===== config.mk =====
export PLATFORM = sky130hd
export DESIGN_NAME = id_ex_ctrl_flat
export DESIGN_NICKNAME = d
export VERILOG_FILES = /design/src/rtl/id_ex_ctrl_pkg.sv /design/src/rtl/id_ex_ctrl_if.sv /design/src/rtl/id_ex_ctrl_hazard_det.sv /design/src/rtl/id_ex_ctrl.sv /design/src/flat_wrapper.sv
export SDC_FILE = /design/constraint.sdc
export NUM_CORES = 1
export LEC_CHECK = 0
export BUFFER_PORTS_ARGS = -buffer_cell sky130_fd_sc_hd__buf_4
export CAP_MARGIN = 0
export CORE_MARGIN = 2
export CORE_UTILIZATION = 52
export DETAILED_ROUTE_END_ITERATION = 7
export GPL_TIMING_DRIVEN = 0
export PLACE_DENSITY = 0.79
export SYNTH_ARGS = -nofsm -noshare
export SYNTH_HDL_FRONTEND = slang
export SYNTH_SLANG_ARGS = --single-unit

===== constraint.sdc =====
create_clock -name clk -period 2.45 [get_ports clk]
set_clock_uncertainty 0.1 [all_clocks]
set_input_delay 0.245 -clock clk [delete_from_list [all_inputs] [get_ports clk]]
set_output_delay 0.245 -clock clk [all_outputs]
set_load 0.1 [all_outputs]

===== src/rtl/id_ex_ctrl_pkg.sv =====
// Shared types and constants for the ID/EX sequencing controller.
// Provides FSM state encodings and register address width.
package id_ex_ctrl_pkg;

    localparam int REG_ADDR_WIDTH = 5;
    localparam int CNT_WIDTH_DEF  = 32;

    typedef enum logic [1:0] {
        ST_RUN   = 2'd0,
        ST_MWAIT = 2'd1,
        ST_FLUSH = 2'd2
    } state_t;

endpackage


===== src/rtl/id_ex_ctrl_if.sv =====
// Handshake/status bundle between pipeline and sequencing controller.
// master: pipeline side (drives status), slave: controller (drives enables).
interface id_ex_ctrl_if #(
    parameter int CNT_WIDTH = 32
);
    import id_ex_ctrl_pkg::*;

    logic                      id_valid_i;
    logic [REG_ADDR_WIDTH-1:0] id_rs1_i;
    logic [REG_ADDR_WIDTH-1:0] id_rs2_i;
    logic                      id_rs1_used_i;
    logic                      id_rs2_used_i;
    logic                      ex_valid_i;
    logic [REG_ADDR_WIDTH-1:0] ex_rd_i;
    logic                      ex_reg_we_i;
    logic                      ex_is_load_i;
    logic                      ex_jump_i;
    logic                      ex_multi_i;
    logic                      ex_multi_done_i;
    logic                      mem_busy_i;
    logic                      pc_hold_o;
    logic                      if_id_hold_o;
    logic                      if_id_flush_o;
    logic                      id_ex_hold_o;
    logic                      id_ex_flush_o;
    logic [CNT_WIDTH-1:0]      stall_cnt_o;
    logic [CNT_WIDTH-1:0]      flush_cnt_o;

    modport master (
        output id_valid_i, id_rs1_i, id_rs2_i,
        output id_rs1_used_i, id_rs2_used_i,
        output ex_valid_i, ex_rd_i, ex_reg_we_i,
        output ex_is_load_i, ex_jump_i,
        output ex_multi_i, ex_multi_done_i,
        output mem_busy_i,
        input  pc_hold_o, if_id_hold_o, if_id_flush_o,
        input  id_ex_hold_o, id_ex_flush_o,
        input  stall_cnt_o, flush_cnt_o
    );

    modport slave (
        input  id_valid_i, id_rs1_i, id_rs2_i,
        input  id_rs1_used_i, id_rs2_used_i,
        input  ex_valid_i, ex_rd_i, ex_reg_we_i,
        input  ex_is_load_i, ex_jump_i,
        input  ex_multi_i, ex_multi_done_i,
        input  mem_busy_i,
        output pc_hold_o, if_id_hold_o, if_id_flush_o,
        output id_ex_hold_o, id_ex_flush_o,
        output stall_cnt_o, flush_cnt_o
    );

endinterface


===== src/rtl/id_ex_ctrl_hazard_det.sv =====
// Combinational load-use comparator (ID sources vs EX load destination).
// Ports: ID valid/rs1/rs2/used flags, EX valid/rd/we/load in; o_load_use out.
module id_ex_hazard_det
    import id_ex_ctrl_pkg::*;
(
    input  logic                      i_id_valid,
    input  logic [REG_ADDR_WIDTH-1:0] i_rs1,
    input  logic [REG_ADDR_WIDTH-1:0] i_rs2,
    input  logic                      i_rs1_used,
    input  logic                      i_rs2_used,
    input  logic                      i_ex_valid,
    input  logic [REG_ADDR_WIDTH-1:0] i_ex_rd,
    input  logic                      i_ex_we,
    input  logic                      i_ex_load,
    output logic                      o_load_use
);

    logic w_ex_ld;
    logic w_m1;
    logic w_m2;

    // x0 is never a real dependency
    assign w_ex_ld = i_ex_valid & i_ex_load & i_ex_we
                   & (i_ex_rd != '0);
    assign w_m1 = i_rs1_used & (i_rs1 == i_ex_rd);
    assign w_m2 = i_rs2_used & (i_rs2 == i_ex_rd);

    assign o_load_use = i_id_valid & w_ex_ld & (w_m1 | w_m2);

endmodule


===== src/rtl/id_ex_ctrl.sv =====
// ID/EX sequencing controller: load-use stall, multi-cycle/bus freeze,
// jump flush; clk/rst plain ports, everything else on bus (slave).
module id_ex_ctrl
    import id_ex_ctrl_pkg::*;
#(
    parameter int FLUSH_CYCLES = 1,
    parameter int CNT_WIDTH    = 32
) (
    input  logic         clk,
    input  logic         rst,
    id_ex_ctrl_if.slave  bus
);

    state_t               r_state;
    logic [2:0]           r_left;
    logic [CNT_WIDTH-1:0] r_stall;
    logic [CNT_WIDTH-1:0] r_flush;

    state_t     w_next;
    logic [2:0] w_next_left;
    logic       w_flush_evt;
    logic       w_load_use;
    logic       w_pc_hold;
    logic       w_ifid_hold;
    logic       w_ifid_flush;
    logic       w_idex_hold;
    logic       w_idex_flush;

    id_ex_hazard_det u_hz (
        .i_id_valid (bus.id_valid_i),
        .i_rs1      (bus.id_rs1_i),
        .i_rs2      (bus.id_rs2_i),
        .i_rs1_used (bus.id_rs1_used_i),
        .i_rs2_used (bus.id_rs2_used_i),
        .i_ex_valid (bus.ex_valid_i),
        .i_ex_rd    (bus.ex_rd_i),
        .i_ex_we    (bus.ex_reg_we_i),
        .i_ex_load  (bus.ex_is_load_i),
        .o_load_use (w_load_use)
    );

    always_comb begin
        w_next       = r_state;
        w_next_left  = r_left;
        w_flush_evt  = 1'b0;
        w_pc_hold    = 1'b0;
        w_ifid_hold  = 1'b0;
        w_ifid_flush = 1'b0;
        w_idex_hold  = 1'b0;
        w_idex_flush = 1'b0;
        if (rst) begin
            // bubbles into both registers while in reset
            w_ifid_flush = 1'b1;
            w_idex_flush = 1'b1;
        end else begin
            unique case (r_state)
                ST_RUN: begin
                    if (bus.mem_busy_i) begin
                        w_pc_hold   = 1'b1;
                        w_ifid_hold = 1'b1;
                        w_idex_hold = 1'b1;
                    end else if (bus.ex_valid_i && bus.ex_multi_i) begin
                        w_pc_hold   = 1'b1;
                        w_ifid_hold = 1'b1;
                        w_idex_hold = 1'b1;
                        w_next      = ST_MWAIT;
                    end else if (bus.ex_valid_i && bus.ex_jump_i) begin
                        w_ifid_flush = 1'b1;
                        w_idex_flush = 1'b1;
                        w_flush_evt  = 1'b1;
                        if (FLUSH_CYCLES > 1) begin
                            w_next      = ST_FLUSH;
                            w_next_left = 3'(FLUSH_CYCLES - 1);
                        end
                    end else if (w_load_use) begin
                        w_pc_hold    = 1'b1;
                        w_ifid_hold  = 1'b1;
                        w_idex_flush = 1'b1;
                    end
                end
                ST_MWAIT: begin
                    if (bus.ex_multi_done_i && !bus.mem_busy_i) begin
                        w_next = ST_RUN;
                    end else begin
                        w_pc_hold   = 1'b1;
                        w_ifid_hold = 1'b1;
                        w_idex_hold = 1'b1;
                    end
                end
                ST_FLUSH: begin
                    w_ifid_flush = 1'b1;
                    w_idex_flush = 1'b1;
                    if (bus.mem_busy_i) begin
                        w_pc_hold = 1'b1;
                    end else begin
                        w_next_left = r_left - 3'd1;
                        if (r_left == 3'd1) begin
                            w_next = ST_RUN;
                        end
                    end
                end
                default: begin
                    w_next = ST_RUN;
                end
            endcase
        end
    end

    always_ff @(posedge clk) begin
        if (rst) begin
            r_state <= ST_RUN;
            r_left  <= 3'd0;
            r_stall <= '0;
            r_flush <= '0;
        end else begin
            r_state <= w_next;
            r_left  <= w_next_left;
            if (w_pc_hold) begin
                r_stall <= r_stall + 1'b1;
            end
            if (w_flush_evt) begin
                r_flush <= r_flush + 1'b1;
            end
        end
    end

    assign bus.pc_hold_o     = w_pc_hold;
    assign bus.if_id_hold_o  = w_ifid_hold;
    assign bus.if_id_flush_o = w_ifid_flush;
    assign bus.id_ex_hold_o  = w_idex_hold;
    assign bus.id_ex_flush_o = w_idex_flush;
    assign bus.stall_cnt_o   = r_stall;
    assign bus.flush_cnt_o   = r_flush;

endmodule


===== src/flat_wrapper.sv =====
// flat-port wrapper written by rule: the top's interface ports become plain ports
module id_ex_ctrl_flat import id_ex_ctrl_pkg::*;
#(
    parameter int FLUSH_CYCLES = 1,
    parameter int CNT_WIDTH    = 32
)
  (clk, rst, bus_id_valid_i, bus_id_rs1_i, bus_id_rs2_i, bus_id_rs1_used_i, bus_id_rs2_used_i, bus_ex_valid_i, bus_ex_rd_i, bus_ex_reg_we_i, bus_ex_is_load_i, bus_ex_jump_i, bus_ex_multi_i, bus_ex_multi_done_i, bus_mem_busy_i, bus_pc_hold_o, bus_if_id_hold_o, bus_if_id_flush_o, bus_id_ex_hold_o, bus_id_ex_flush_o, bus_stall_cnt_o, bus_flush_cnt_o);
  id_ex_ctrl_if #(.CNT_WIDTH(CNT_WIDTH)) bus_i ();
  input  logic clk;
  input  logic rst;
  input wire logic [$bits(bus_i.id_valid_i)-1:0] bus_id_valid_i;
  input wire logic [$bits(bus_i.id_rs1_i)-1:0] bus_id_rs1_i;
  input wire logic [$bits(bus_i.id_rs2_i)-1:0] bus_id_rs2_i;
  input wire logic [$bits(bus_i.id_rs1_used_i)-1:0] bus_id_rs1_used_i;
  input wire logic [$bits(bus_i.id_rs2_used_i)-1:0] bus_id_rs2_used_i;
  input wire logic [$bits(bus_i.ex_valid_i)-1:0] bus_ex_valid_i;
  input wire logic [$bits(bus_i.ex_rd_i)-1:0] bus_ex_rd_i;
  input wire logic [$bits(bus_i.ex_reg_we_i)-1:0] bus_ex_reg_we_i;
  input wire logic [$bits(bus_i.ex_is_load_i)-1:0] bus_ex_is_load_i;
  input wire logic [$bits(bus_i.ex_jump_i)-1:0] bus_ex_jump_i;
  input wire logic [$bits(bus_i.ex_multi_i)-1:0] bus_ex_multi_i;
  input wire logic [$bits(bus_i.ex_multi_done_i)-1:0] bus_ex_multi_done_i;
  input wire logic [$bits(bus_i.mem_busy_i)-1:0] bus_mem_busy_i;
  output wire logic [$bits(bus_i.pc_hold_o)-1:0] bus_pc_hold_o;
  output wire logic [$bits(bus_i.if_id_hold_o)-1:0] bus_if_id_hold_o;
  output wire logic [$bits(bus_i.if_id_flush_o)-1:0] bus_if_id_flush_o;
  output wire logic [$bits(bus_i.id_ex_hold_o)-1:0] bus_id_ex_hold_o;
  output wire logic [$bits(bus_i.id_ex_flush_o)-1:0] bus_id_ex_flush_o;
  output wire logic [$bits(bus_i.stall_cnt_o)-1:0] bus_stall_cnt_o;
  output wire logic [$bits(bus_i.flush_cnt_o)-1:0] bus_flush_cnt_o;
  assign bus_i.id_valid_i = bus_id_valid_i;
  assign bus_i.id_rs1_i = bus_id_rs1_i;
  assign bus_i.id_rs2_i = bus_id_rs2_i;
  assign bus_i.id_rs1_used_i = bus_id_rs1_used_i;
  assign bus_i.id_rs2_used_i = bus_id_rs2_used_i;
  assign bus_i.ex_valid_i = bus_ex_valid_i;
  assign bus_i.ex_rd_i = bus_ex_rd_i;
  assign bus_i.ex_reg_we_i = bus_ex_reg_we_i;
  assign bus_i.ex_is_load_i = bus_ex_is_load_i;
  assign bus_i.ex_jump_i = bus_ex_jump_i;
  assign bus_i.ex_multi_i = bus_ex_multi_i;
  assign bus_i.ex_multi_done_i = bus_ex_multi_done_i;
  assign bus_i.mem_busy_i = bus_mem_busy_i;
  assign bus_pc_hold_o = bus_i.pc_hold_o;
  assign bus_if_id_hold_o = bus_i.if_id_hold_o;
  assign bus_if_id_flush_o = bus_i.if_id_flush_o;
  assign bus_id_ex_hold_o = bus_i.id_ex_hold_o;
  assign bus_id_ex_flush_o = bus_i.id_ex_flush_o;
  assign bus_stall_cnt_o = bus_i.stall_cnt_o;
  assign bus_flush_cnt_o = bus_i.flush_cnt_o;
  id_ex_ctrl #(.FLUSH_CYCLES(FLUSH_CYCLES), .CNT_WIDTH(CNT_WIDTH)) u_core (.clk(clk), .rst(rst), .bus(bus_i));
endmodule

After elaboration in Yosys (flattened, before gate mapping) --
Cells that the tools add are included.
Storage, ports and cells: register bits after elaboration 69, input bits 27, output and inout port bits 69, logic and storage cells 66
Cells by class: add/sub/neg operators 3, equal/unequal tests 10, multiplexer cells 32, bitwise logic cells 9, reductions and logical operators 8
Operator list (number):
- adder 32 x 1 -> 32 bit, second input constant | 2
- two-way mux 1 bit | 21
- == test 5 bit | 2
- two-way mux 2 bit | 5
- case mux 1 bit (2 select lines) | 4
- AND 1 bit | 7
- != test 2 x 1 -> 1 bit, second input constant | 3
- case mux 2 bit (3 select lines) | 1
- AND reduction 5 bit | 1
- nonzero test 5 bit | 1
- != test 2 bit, second input constant | 2
- == test 3 x 1 -> 1 bit, second input constant | 1
- logical AND 1 bit | 3
- case mux 1 bit (3 select lines) | 1
- subtractor 3 x 1 -> 3 bit, second input constant | 1
- == test 2 x 1 -> 1 bit, second input constant | 1
- == test 2 bit, second input constant | 1
- logical NOT 2 bit | 1
- AND reduction 2 bit | 1
- logical NOT 1 bit | 1
- NOT 1 bit | 1
- bitwise OR 1 bit | 1

Longest topological paths before layout --
depth in word-level cells 11, depth in mapped cells 8, gate-level depth less buffers 6

Cells and area by module --
From an unflattened synthesis, not the netlist that was laid out.
Unflattened totals: cells, all modules 414, area total of the unflattened synthesis 3532.1 sq um
Modules (own cells, without submodules):
- id_ex_ctrl | times used 1, cells each 396, area an instance 3392.0 sq um, seq. area each 1301.2 sq um
- id_ex_hazard_det | times used 1, cells each 18, area an instance 140.1 sq um, seq. area each 0.0 sq um

Worst setup path after synthesis --
OpenSTA, ideal clock, no wires.
path type reg-to-output, from reg u_core.r_state[0], to out bus_pc_hold_o, data arrival time 3.286 ns, required time 2.105 ns, slack -1.181 ns, cell stages (with the launch flop) 8, buffers on the path 3, cell sequence dfxtp_1 mux2_2 a21oi_2 a31oi_1 buf_2 buf_2 inv_1 buf_4
On the way: longest elaborated chain between the ends 3, elaborated cells on any way between the ends 5, those cells by class eq/ne: 2; mux: 2; reduce/logical: 1
RTL lines:
- from (decl) | RTL line id_ex_ctrl.sv:14 | state_t r_state;
- from (signal assigned) | RTL line id_ex_ctrl.sv:116 | r_state <= w_next;
- == test 2 bit (tied with other cells) | RTL line id_ex_ctrl.sv:56 | unique case (r_state)
- case mux 1 bit (3 select lines) (*) | RTL line id_ex_ctrl.sv:56
- two-way mux 1 bit (*) | RTL line id_ex_ctrl.sv:51 | if (rst) begin
- to (decl) | RTL line flat_wrapper.sv:24 | output wire logic [$bits(bus_i.pc_hold_o)-1:0] bus_pc_hold_o;
Every way passes the cells marked *; elsewhere a longest branch is shown, timed or not.

Worst setup path in the final report --
Same ends and word-level chain as after synthesis.

==> run summary <==
outcome: finished, final reports clean
final hold viol count: 0
Int Power: 1.67 mW
EDFF count, synth: 0
Post-Synth Adder-Cell Area: 0.756%
vias: 3356
latest clock arrival within the worst-skew pair: 350 ps
Final WS setup: 64.9 ps
clock sink total: 65
Sw Ratio: 25.7%
NetSw: 0.576 mW
nets: 533
post-synth top area share: 39.3%
Synth cell types: 45
DRT iter0 DRCs: 165
Worst setup SP type: flop
Die X: 83.8 um
most used cell, CP: buf_6
crit share post-route: 97.4%
max_cap viols: 0
Clock Power Share: 42.3%
DP Worst Slack: 105 ps
drt first pass iters: 4
clk buf depth: 2
diode count: 0
CTS tree: built
final setup violating endpoints: 0
mapped cell area: 3310 um^2
type of the tightest min-delay check: input port to flop
main combinational cell family by area after synthesis: simple AND/OR/NAND/NOR gates
Arrival @ worst endpoint: 2040 ps
grt ovf: 0
Worst Tran Pin Value: 550 ps
DRC: 0
peak supply drop: 0.000380 V
yosys warns: 0
I/O pins: 96
area fraction in compound gates after synthesis: 13.5%
Hold-fix buffers, CTS: 0
clock slew at reported path FFs: 70 ps
Post-Route WL: 8460 um
Post CTS Setup Buffer Count: 0
first-pass GRT wire length: 14400 um
Core ar.: 6240 um^2
largest net degree at the start of global routing: 12
Mapped Cells: 399
Cell Chain, Critical Path: mux2_4 -> a21oi_4 -> a31oi_4 -> buf_6 -> buf_6 -> clkinvlp_4 -> buf_12 -> buf_6
GP Congestion: 0.840
CP max FO: 10
Period minus WS final: 2390 ps
layout cells sized above 1: 32.6%
die area: 7020 um^2
total power: 2.25 mW
P_leak: 1.65 nW
vias per cell: 5.73
Critical Path RT: 2110 ps
leading area contributor after synthesis: dfxtp_1
aggregate global-route resource usage: 24.6%
antenna violations before repair: 0
Seq pwr share: 47.5%
H-tree depth: 3
effective utilization at floorplan: 53.0%
post-route ant nets: 0
fraction of registers with async set/reset: 0%
Slowest cell on crit path: dfxtp_2
mux share of post-synthesis cell area: 0.946%
DP HPWL: 6190 um
Area growth syn-to-layout: 33.8%
WL/cell: 14.4 um
Rel. slew slack: 63.4%
vias in the first global route: 3220
Die Ht: 83.8 um
Synth area leaders: dfxtp_1, xnor2_1, or3_1
Num CTS Buffers: 9
simple-gate share of the synthesized area: 30.7%
fmax: 0.419 GHz
Avg Cell Area, Syn: 8.29 um^2
critical path's largest stage delay: 390 ps
Setup crit end kind: output port
Root Driver: clkbuf_8
part of the Yosys area used for sequential elements: 39.3%
syn_nets: 428
PD cells: 507 nW/um^2
Hold Slack: 98.3 ps
Rows: 29
#FFs+latches synth: 65
RSZ-0062 raised after global routing: false
PortBufs: 95
Comb power frac: 10.2%
max-slew violations: 0
Synth Flop Type: dfxtp_1
crit path kind: flop to output port
Synth Area in XOR/XNOR: 9.80%
placed cells by master (no fill, tap or decap), types with 4 or more instances in the layout:
master    synthesis  layout
a21oi_1          32      32
and2_1            4       4
and3_1           12      12
and4_1            4       4
buf_2             6       4
buf_4             1      94
buf_6             2       5
clkbuf_1         12      12
clkbuf_8          1      12
dfxtp_1          65      38
dfxtp_2           0      27
inv_1            12      11
nand2_1          22      22
nand3_1          23      23
nand4_1          23      23
nor2_1           36      36
nor3_1            7       7
nor3_2            5       5
o21ai_0          26      26
o31ai_1           7       7
or3_1            26      26
or4_1             7       7
xnor2_1          26      26
xor2_1           11      11
flip-flops by register name (all words and copies together) (netlist names):
name                    count
u_core.bus.flush_cnt_o     32
u_core.bus.stall_cnt_o     32
u_core.r_state              1
Yosys cell counts (all sizes together) (7+ instances only):
| cell | count |
|---|---|
| or4 | 7 |
| xor2 | 11 |
| buf | 9 |
| inv | 12 |
| o21ai | 26 |
| nand2 | 22 |
| nor2 | 36 |
| o31ai | 7 |
| or3 | 26 |
| dfxtp | 65 |
| clkbuf | 13 |
| xnor2 | 26 |
| nor3 | 12 |
| and3 | 12 |
| nand3 | 23 |
| a21oi | 33 |
| nand4 | 23 |
per-layer routing:
metal  GRT usage [%]  routed length [um]  vias up
li1                -                   -     1662
met1            29.0                3580     1589
met2            43.8                4320       90
met3            5.34                 420       15
met4            9.24                 139        0
met5               0                   0        -
cell families after synthesis:
group	Yosys count
flops	65
fa+ha+maj	2
simple gates	180
xor+xnor	37
compound gates	78
buf+inv	34
mux	3
worst max-delay path: cells and delay by family, from the launching register on:
family	cells	cell delay, ps
multiplexers	1	320
flip-flops	1	390
buffers and inverters	5	720
AO/OA/AOI/OAI	2	270
metrics by stage:
step	cells	area, um^2	utilization [%]	setup TNS, ps
after floorplan	399	3400	-	-145
after global placement	571	4210	67.4	0
after detailed placement	571	4210	67.4	0
after CTS	587	4420	70.9	0
after global routing	586	4430	70.9	0
final	586	4430	70.9	0
power groups by stage:
| stage | clock [mW] | combinational (mW) | sequential (mW) |
|---|---|---|---|
| floorplan | 0 | 0.124 | 1.12 |
| detailed placement | 0 | 0.228 | 1.09 |
| global placement | 0 | 0.224 | 1.09 |
| global route | 0.994 | 0.243 | 1.07 |
| finish | 0.950 | 0.229 | 1.07 |
| CTS | 0.960 | 0.230 | 1.07 |
timing repair:
action	in CTS	in global routing
gates resized for setup	2	1
cloned	0	0
setup endpoints to repair	1	5
area by class of cell:
type / count / area (um^2)
clock inverters: 4 / 51.3
well taps: 77 / 96.3
flip-flops and latches: 65 / 1340
clock buffers: 12 / 155
multi-input cells: 300 / 1880
plain buffers: 21 / 140
inverters: 12 / 48.8
fillers: 527 / 1810
repair buffers: 95 / 717
worst paths after layout:
path,slack [ps],depth (start not counted),to,start
worst max-delay path,60,8,bus_pc_hold_o,u_core.r_state[0]
worst min-delay path,100,3,u_core.r_state[0],bus_ex_multi_i
worst max register to register,180,7,u_core.bus.flush_cnt_o[27],u_core.r_state[0]
worst min register to register,390,1,u_core.bus.stall_cnt_o[7],u_core.bus.stall_cnt_o[7]
(Power assumes the default switching activity.)
